==> src/rtl/conv_weight_pkg.sv <==
// Shared definitions for the conv weight loader and the conv address decode.
package conv_weight_pkg;

  localparam int unsigned WORD_W  = 32;
  localparam int unsigned COEFF_W = 16;

  // Load sequence: kernels, biases, MACC coefficient, layer scale.
  typedef enum logic [2:0] {
    ST_IDLE,
    ST_KERNEL,
    ST_BIAS,
    ST_COEFF,
    ST_SCALE,
    ST_DONE
  } wl_state_t;

  // Number of kernel weight words for one layer.
  function automatic int unsigned kernel_words(input int unsigned k0,
                                               input int unsigned k1,
                                               input int unsigned ic,
                                               input int unsigned oc);
    return k0 * k1 * ic * oc;
  endfunction

endpackage

==> src/rtl/conv_weight_loader.sv <==
// Streams 32-bit weight words into the conv weight write port, walking the
// layer address map: kernels, biases, MACC coefficient, layer scale.
module conv_weight_loader
  import conv_weight_pkg::*;
#(
  parameter int unsigned KERNEL_0              = 3,
  parameter int unsigned KERNEL_1              = 3,
  parameter int unsigned IN_CHANNEL            = 2,
  parameter int unsigned OUT_CHANNEL           = 2,
  parameter int unsigned KERNEL_BASE_ADDR      = 0,
  parameter int unsigned BIAS_BASE_ADDR        = KERNEL_BASE_ADDR +
                           kernel_words(KERNEL_0, KERNEL_1, IN_CHANNEL, OUT_CHANNEL),
  parameter int unsigned MACC_COEFF_BASE_ADDR  = BIAS_BASE_ADDR + OUT_CHANNEL,
  parameter int unsigned LAYER_SCALE_BASE_ADDR = MACC_COEFF_BASE_ADDR + 1
) (
  input  logic              clk,
  input  logic              rst_n,
  input  logic              start,
  input  logic              abort,
  input  logic [WORD_W-1:0] s_data,
  input  logic              s_valid,
  output logic              s_ready,
  output logic [WORD_W-1:0] weight_wr_data,
  output logic [WORD_W-1:0] weight_wr_addr,
  output logic              weight_wr_en,
  output logic              busy,
  output logic              done
);

  localparam int unsigned KW      = kernel_words(KERNEL_0, KERNEL_1, IN_CHANNEL, OUT_CHANNEL);
  localparam int unsigned MAX_CNT = (KW > OUT_CHANNEL) ? KW : OUT_CHANNEL;
  localparam int unsigned IDX_W   = $clog2(MAX_CNT) + 1;

  localparam logic [IDX_W-1:0]  KERNEL_LAST = IDX_W'(KW - 1);
  localparam logic [IDX_W-1:0]  BIAS_LAST   = IDX_W'(OUT_CHANNEL - 1);
  localparam logic [WORD_W-1:0] KERNEL_BASE = WORD_W'(KERNEL_BASE_ADDR);
  localparam logic [WORD_W-1:0] BIAS_BASE   = WORD_W'(BIAS_BASE_ADDR);
  localparam logic [WORD_W-1:0] COEFF_ADDR  = WORD_W'(MACC_COEFF_BASE_ADDR);
  localparam logic [WORD_W-1:0] SCALE_ADDR  = WORD_W'(LAYER_SCALE_BASE_ADDR);

  wl_state_t         state, state_next;
  logic [IDX_W-1:0]  idx, idx_next;
  logic              wr_en_next;
  logic [WORD_W-1:0] wr_addr_next, wr_data_next;
  logic [WORD_W-1:0] coeff_data;
  logic              hs;

  assign s_ready    = (state == ST_KERNEL) || (state == ST_BIAS) ||
                      (state == ST_COEFF)  || (state == ST_SCALE);
  assign busy       = (state != ST_IDLE);
  assign done       = (state == ST_DONE);
  assign hs         = s_valid && s_ready;
  assign coeff_data = {{(WORD_W - COEFF_W){1'b0}}, s_data[COEFF_W-1:0]};

  // Next-state, index and write-port decode; abort overrides any handshake.
  always_comb begin
    // NOTE: every signal gets a default before the case so no path can leave
    // one unassigned and infer a latch.
    state_next   = state;
    idx_next     = idx;
    wr_en_next   = 1'b0;
    wr_addr_next = weight_wr_addr;
    wr_data_next = weight_wr_data;

    case (state)
      ST_IDLE: begin
        if (start) begin
          state_next = ST_KERNEL;
          idx_next   = '0;
        end
      end
      ST_KERNEL: begin
        if (hs) begin
          wr_en_next   = 1'b1;
          wr_addr_next = KERNEL_BASE + WORD_W'(idx);
          wr_data_next = s_data;
          if (idx == KERNEL_LAST) begin
            idx_next   = '0;
            state_next = ST_BIAS;
          end else begin
            idx_next = idx + 1'b1;
          end
        end
      end
      ST_BIAS: begin
        if (hs) begin
          wr_en_next   = 1'b1;
          wr_addr_next = BIAS_BASE + WORD_W'(idx);
          wr_data_next = s_data;
          if (idx == BIAS_LAST) begin
            idx_next   = '0;
            state_next = ST_COEFF;
          end else begin
            idx_next = idx + 1'b1;
          end
        end
      end
      ST_COEFF: begin
        if (hs) begin
          wr_en_next   = 1'b1;
          wr_addr_next = COEFF_ADDR;
          wr_data_next = coeff_data;
          state_next   = ST_SCALE;
        end
      end
      ST_SCALE: begin
        if (hs) begin
          wr_en_next   = 1'b1;
          wr_addr_next = SCALE_ADDR;
          wr_data_next = coeff_data;
          state_next   = ST_DONE;
        end
      end
      ST_DONE: state_next = ST_IDLE;
      default: state_next = ST_IDLE;
    endcase

    // The word presented alongside abort is dropped; addr/data keep their value.
    if (abort) begin
      state_next   = ST_IDLE;
      wr_en_next   = 1'b0;
      wr_addr_next = weight_wr_addr;
      wr_data_next = weight_wr_data;
    end
  end

  // State, index and registered write port.
  always_ff @(posedge clk or negedge rst_n) begin
    // NOTE: sequential state uses non-blocking assignments so every register
    // samples the pre-edge values, independent of statement order.
    if (!rst_n) begin
      state          <= ST_IDLE;
      idx            <= '0;
      weight_wr_en   <= 1'b0;
      weight_wr_addr <= '0;
      weight_wr_data <= '0;
    end else begin
      state          <= state_next;
      idx            <= idx_next;
      weight_wr_en   <= wr_en_next;
      weight_wr_addr <= wr_addr_next;
      weight_wr_data <= wr_data_next;
    end
  end

endmodule

==> config.mk <==
export PLATFORM = sky130hd
export DESIGN_NAME = conv_weight_loader
export DESIGN_NICKNAME = d
export VERILOG_FILES = /design/src/rtl/conv_weight_pkg.sv /design/src/rtl/conv_weight_loader.sv
export SDC_FILE = /design/constraint.sdc
export NUM_CORES = 1
export LEC_CHECK = 0
export BUFFER_PORTS_ARGS = -buffer_cell sky130_fd_sc_hd__buf_2
export CAP_MARGIN = 20
export CORE_MARGIN = 4
export CORE_UTILIZATION = 35
export DETAILED_ROUTE_END_ITERATION = 8
export PLACE_DENSITY = 0.66
export SYNTH_ARGS = -nofsm -noshare
export SYNTH_HDL_FRONTEND = slang
export SYNTH_SLANG_ARGS = --single-unit
==> constraint.sdc <==
create_clock -name clk -period 2.5 [get_ports clk]
set_input_delay 0.5 -clock clk [delete_from_list [all_inputs] [get_ports clk]]
set_output_delay 0.5 -clock clk [all_outputs]
set_load 0.1 [all_outputs]
# Yosys cells after proc, flatten, opt, wreduce, memory -nomap -nowiden
# Index checks and enable logic that the tools add are counted.
word_totals:
  reg_bits: 75
  in_bits: 37
  out_inout_bits: 68
  wordCells: 71
op_classes:
  add_sub_neg: 2
  eq_ne: 21
  n_mux: 26
  n_bitwise: 1
  reduce_logical: 16
op_table:
  columns: ["cell", "count"]
  rows:
  - ["$mux W32", 6]
  - ["$pmux W32 S4", 1]
  - ["$pmux W32 S2", 1]
  - ["$mux W7", 5]
  - ["$mux W3", 8]
  - ["$pmux W7 S3", 1]
  - ["$ne A3 B3 Y1 const B", 5]
  - ["$pmux W3 S5", 1]
  - ["$ne A2 B2 Y1 const B", 5]
  - ["$add A6 B7 Y8 const A", 1]
  - ["$reduce_and A4 Y1", 2]
  - ["$add A7 B1 Y7 const B", 1]
  - ["$eq A7 B1 Y1 const B", 1]
  - ["$eq A7 B6 Y1 const B", 1]
  - ["$reduce_and A7 Y1", 1]
  - ["$eq A3 B2 Y1 const B", 2]
  - ["$eq A3 B3 Y1 const B", 2]
  - ["$ne A3 B2 Y1 const B", 2]
  - ["$reduce_and A6 Y1", 1]
  - ["$reduce_bool A3 Y1", 2]
  - ["$ne A2 B1 Y1 const B", 2]
  - ["$reduce_bool A4 Y1", 1]
  - ["$reduce_or A2 Y1", 2]
  - ["$reduce_or A4 Y1", 1]
  - ["other kinds (7)", 11]

# Logic depth before layout (Yosys ltp)
logic_depth:
  ltp_word: 8
  depth_mapped: 8
  depth_no_buf: 7

# Least setup slack after synthesis
# Ideal clock, no wire load.
synth_timing:
  kind: "reg2reg"
  from: "register state[0]"
  to: "register weight_wr_data[27]"
  setup_ns: 0.068
  arrival_time_ns: 2.271
  required_ns: 2.432
  setup_slack_ns: 0.161
  stages_incl_launch_ff: 9
  path_buffers: 2
  period_less_slack_ns: 2.339
  cell_sequence: "dfrtp_1 -> buf_6 -> nor2_4 -> xnor2_2 -> nand3b_2 -> inv_2 -> buf_2 -> nand3_1 -> nand2_1"
synth_between:
  elab_chain_len: 7
  word_cells_on_any_way: 15
  cone_classes: "6 x eq/ne; 1 x mux; 8 x reduce/logical"
synth_lines:
  columns: ["element", "line", "source"]
  rows:
  - ["from (decl)", "conv_weight_loader.sv:41", "wl_state_t state, state_next;"]
  - ["from (signal assigned)", "conv_weight_loader.sv:138", "state <= state_next;"]
  - ["$eq A3 B1 Y1 or $eq A3 B2 Y1 (tied branches)", "conv_weight_loader.sv:48", "assign s_ready = (state == ST_KERNEL) || (state == ST_BIAS) ||"]
  - ["$logic_or A1 B1 Y1 (2 in series)", "conv_weight_loader.sv:48", null]
  - ["$logic_or A1 B1 Y1 *", "conv_weight_loader.sv:49", "(state == ST_COEFF) || (state == ST_SCALE);"]
  - ["via s_ready", "conv_weight_loader.sv:22", "output logic s_ready,"]
  - ["$logic_and A1 B1 Y1 *", "conv_weight_loader.sv:52", "assign hs = s_valid && s_ready;"]
  - ["$ne A2 B1 Y1 (no line)", null, null]
  - ["$reduce_and A4 Y1 (no line) *", null, null]
  - ["to (signal assigned)", "conv_weight_loader.sv:142", "weight_wr_data <= wr_data_next;"]
  - ["to (decl)", "conv_weight_loader.sv:23", "output logic [WORD_W-1:0] weight_wr_data,"]
# Mark *: on every way through the listed nets, which the timed path passes. The rest lies on a longest branch.
# A chain may end at the register's enable or synchronous reset.

# Worst setup path in the final report
layout_timing:
  from: "register state[2]"
  to: "output port done"
layout_between:
  elab_chain_len: 1
layout_lines:
  columns: ["element", "line", "source"]
  rows:
  - ["$eq A3 B3 Y1", "conv_weight_loader.sv:51", "assign done = (state == ST_DONE);"]
  - ["to (decl)", "conv_weight_loader.sv:27", "output logic done"]
# No other way between the ends.

==> metrics <==
outcome finished, final reports clean; Hold Crit Class in -> async; CP Capture Type output pin; std cell rows 31; WP data required ~2000 ps; gr busiest metal met2; period utilization 0.9070; number of synthesized register bits slightly above 50; Seq/Total Area, Yosys 0.4791; Hold Fails Final Rpt 0; Ports between 100 and 150; Hold-fix buffers, CTS 0; WL final 5942 microns; fmax approximately 440 MHz; Async SR Flop Fraction 1.000; Max FO, Critical Path 15; antenna viol nets, final 0; startpoint types register; main flop type after synthesis dfrtp_1; fillcell total ~730; Worst slew margin 0.5825; RSZ-0062 raised after global routing no; H-Tree Depth 2; post-synth top area share 0.4791; CTS Buf Count 5; Worst Reg-to-Reg Cells 7; initial antenna violation count 0; Commonest cells post-synth nand2_1 (88), dfrtp_1 (51), buf_4 (26), nand3_1 (19), o21ai_0 (12); Via density around 4.6; Vias roughly 2,200; kind of critical path reg -> out; setup bufs post-CTS 0; final hold slack around 210 ps; DR WL/cell about 13 microns; CTS tree done; root buffer cell clkbuf_8; Port Buffers 80; GRT Util Overall 0.1285; Die Footprint 9071 sq um; Synth area leaders dfrtp_1 (48%), nand2_1 (12%), buf_4 (7.3%); Clock Pin Slew Worst Setup and Hold Paths 90 ps; minimum clock period after layout ~2300 ps; clk sink count around 50; max-slew violations 0; grt met3 use 0.02999; clk buf depth 2; Avg Cell Area, Syn slightly above 9 sq um; final setup TNS 0 ps; Clk Latency, worst-skew pair about 300 ps; # nets final just over 400; Initial Util 0.3634; Least-Margin Pin Slew 626.3 ps; mapped cell area between 2000 and 3000 sq um; dpl hpwl 4396 microns; largest net degree at the start of global routing 45; CP endpoint done; vias in the first global route 1,946; Post-DP Area 3039 sq um; clock skew around 6.5 ps; top-count cell post-synth nand2_1; post-synth cell types 50; R2R Path End idx[4]; Crit. Startpoint state[2]; post-synth top area cell dfrtp_1; Ys Warns 0; fin area 3138 sq um; EDFF count, synth 0; CP arrival around 1800 ps; RR Startpoint idx[2]; antenna cell count 0; DR pass1 iterations 6; Post-Synthesis Cells 294; layout cells sized above 1 0.3035; max_cap viols 0; met2 Use GR 0.2041; P&R area growth vs syn 17.80%; Die Width between 90 and 100 microns; drt first-iter violations 80; Die Ht between 90 and 100 microns; met1 Track Usage GR 0.1750; grt total ovfl 0; DRC 0; Final setup viols 0; Core Area ~7300 sq um; reg-to-reg slack, setup ~600 ps; post-cts resize count 0; GPL Wtd Cong approximately 0.8; first-pass GRT wire length 9356 microns
state kept, by name (all words and copies together), names as in the netlist:
signal          count
weight_wr_data     32
weight_wr_addr      8
idx                 7
state               3
weight_wr_en        1
cell families (layout without fill, tap and decap cells):
kind of cell | after synthesis | count (layout) | synth area share
AND/OR/NAND/NOR | 138 | 138 | 0.2367
flip-flops | 51 | 51 | 0.4791
buffers and inverters | 49 | 101 | 0.1184
AO/OA/AOI/OAI | 45 | 45 | 0.1207
adder cells (fa/ha/maj) | 4 | 4 | 0.01879
XOR/XNOR | 3 | 3 | 0.01268
multiplexers | 3 | 3 | 0.01221
other | 1 | 24 | 0.001408
critical path, cell delays in order (launching register included):
cell     delay, ps
dfrtp_1        700
nor2b_1        210
and2_1         130
buf_2          420
metrics by stage:
step,setup WS [ps],instances,util
floorplan,161.2,317,-
global route,147.7,468,0.4281
finish,232.4,468,0.4281
global placement,594.1,460,0.4146
detailed placement,561.7,460,0.4146
CTS,216.7,468,0.4281
worst min-delay path by stage:
stage	startpoint	end	slack, ps
after floorplan	rst_n	idx[0]	200
after CTS	rst_n	weight_wr_data[13]	210
after global placement	weight_wr_data[19]	weight_wr_data[19]	450
final	rst_n	weight_wr_data[13]	210
after global routing	rst_n	weight_wr_data[15]	230
after detailed placement	weight_wr_data[19]	weight_wr_data[19]	450
layer usage:
| layer | share of wire | routed length (microns) |
|---|---|---|
| met5 | 0 | 0 |
| met4 | 0.012 | 70 |
| met3 | 0.080 | 476 |
| met2 | 0.45 | 2650 |
| met1 | 0.46 | 2744 |
layout by cell type, fill, tap and decap left out, types with 3 or more instances in the layout:
cell | netlist | final
o21ai_0 | 12 | 12
conb_1 | 1 | 24
nor2_1 | 8 | 8
nand3_1 | 19 | 19
clkbuf_8 | 0 | 6
a22o_2 | 4 | 4
buf_4 | 26 | 4
nor3_1 | 3 | 3
and2_1 | 3 | 3
buf_2 | 9 | 80
a21oi_1 | 10 | 10
inv_1 | 7 | 7
ha_1 | 4 | 4
nor2b_1 | 3 | 3
nand2_1 | 88 | 88
a31oi_1 | 3 | 3
dfrtp_1 | 51 | 51
final cells by class:
class,instances,area (sq um),area share
Inverter,8,30.03,0.009569
Multi-Input combinational cell,217,1159,0.3692
Timing Repair Buffer,85,450.4,0.1435
Clock inverter,2,16.27,0.005183
Tap cell,99,123.9,0.03947
Clock buffer,6,82.58,0.02632
Sequential cell,51,1276,0.4067
Power is left out: the tool's default activity adds up to more than one toggle a clock period on the data nets, which glitch-free logic cannot reach.
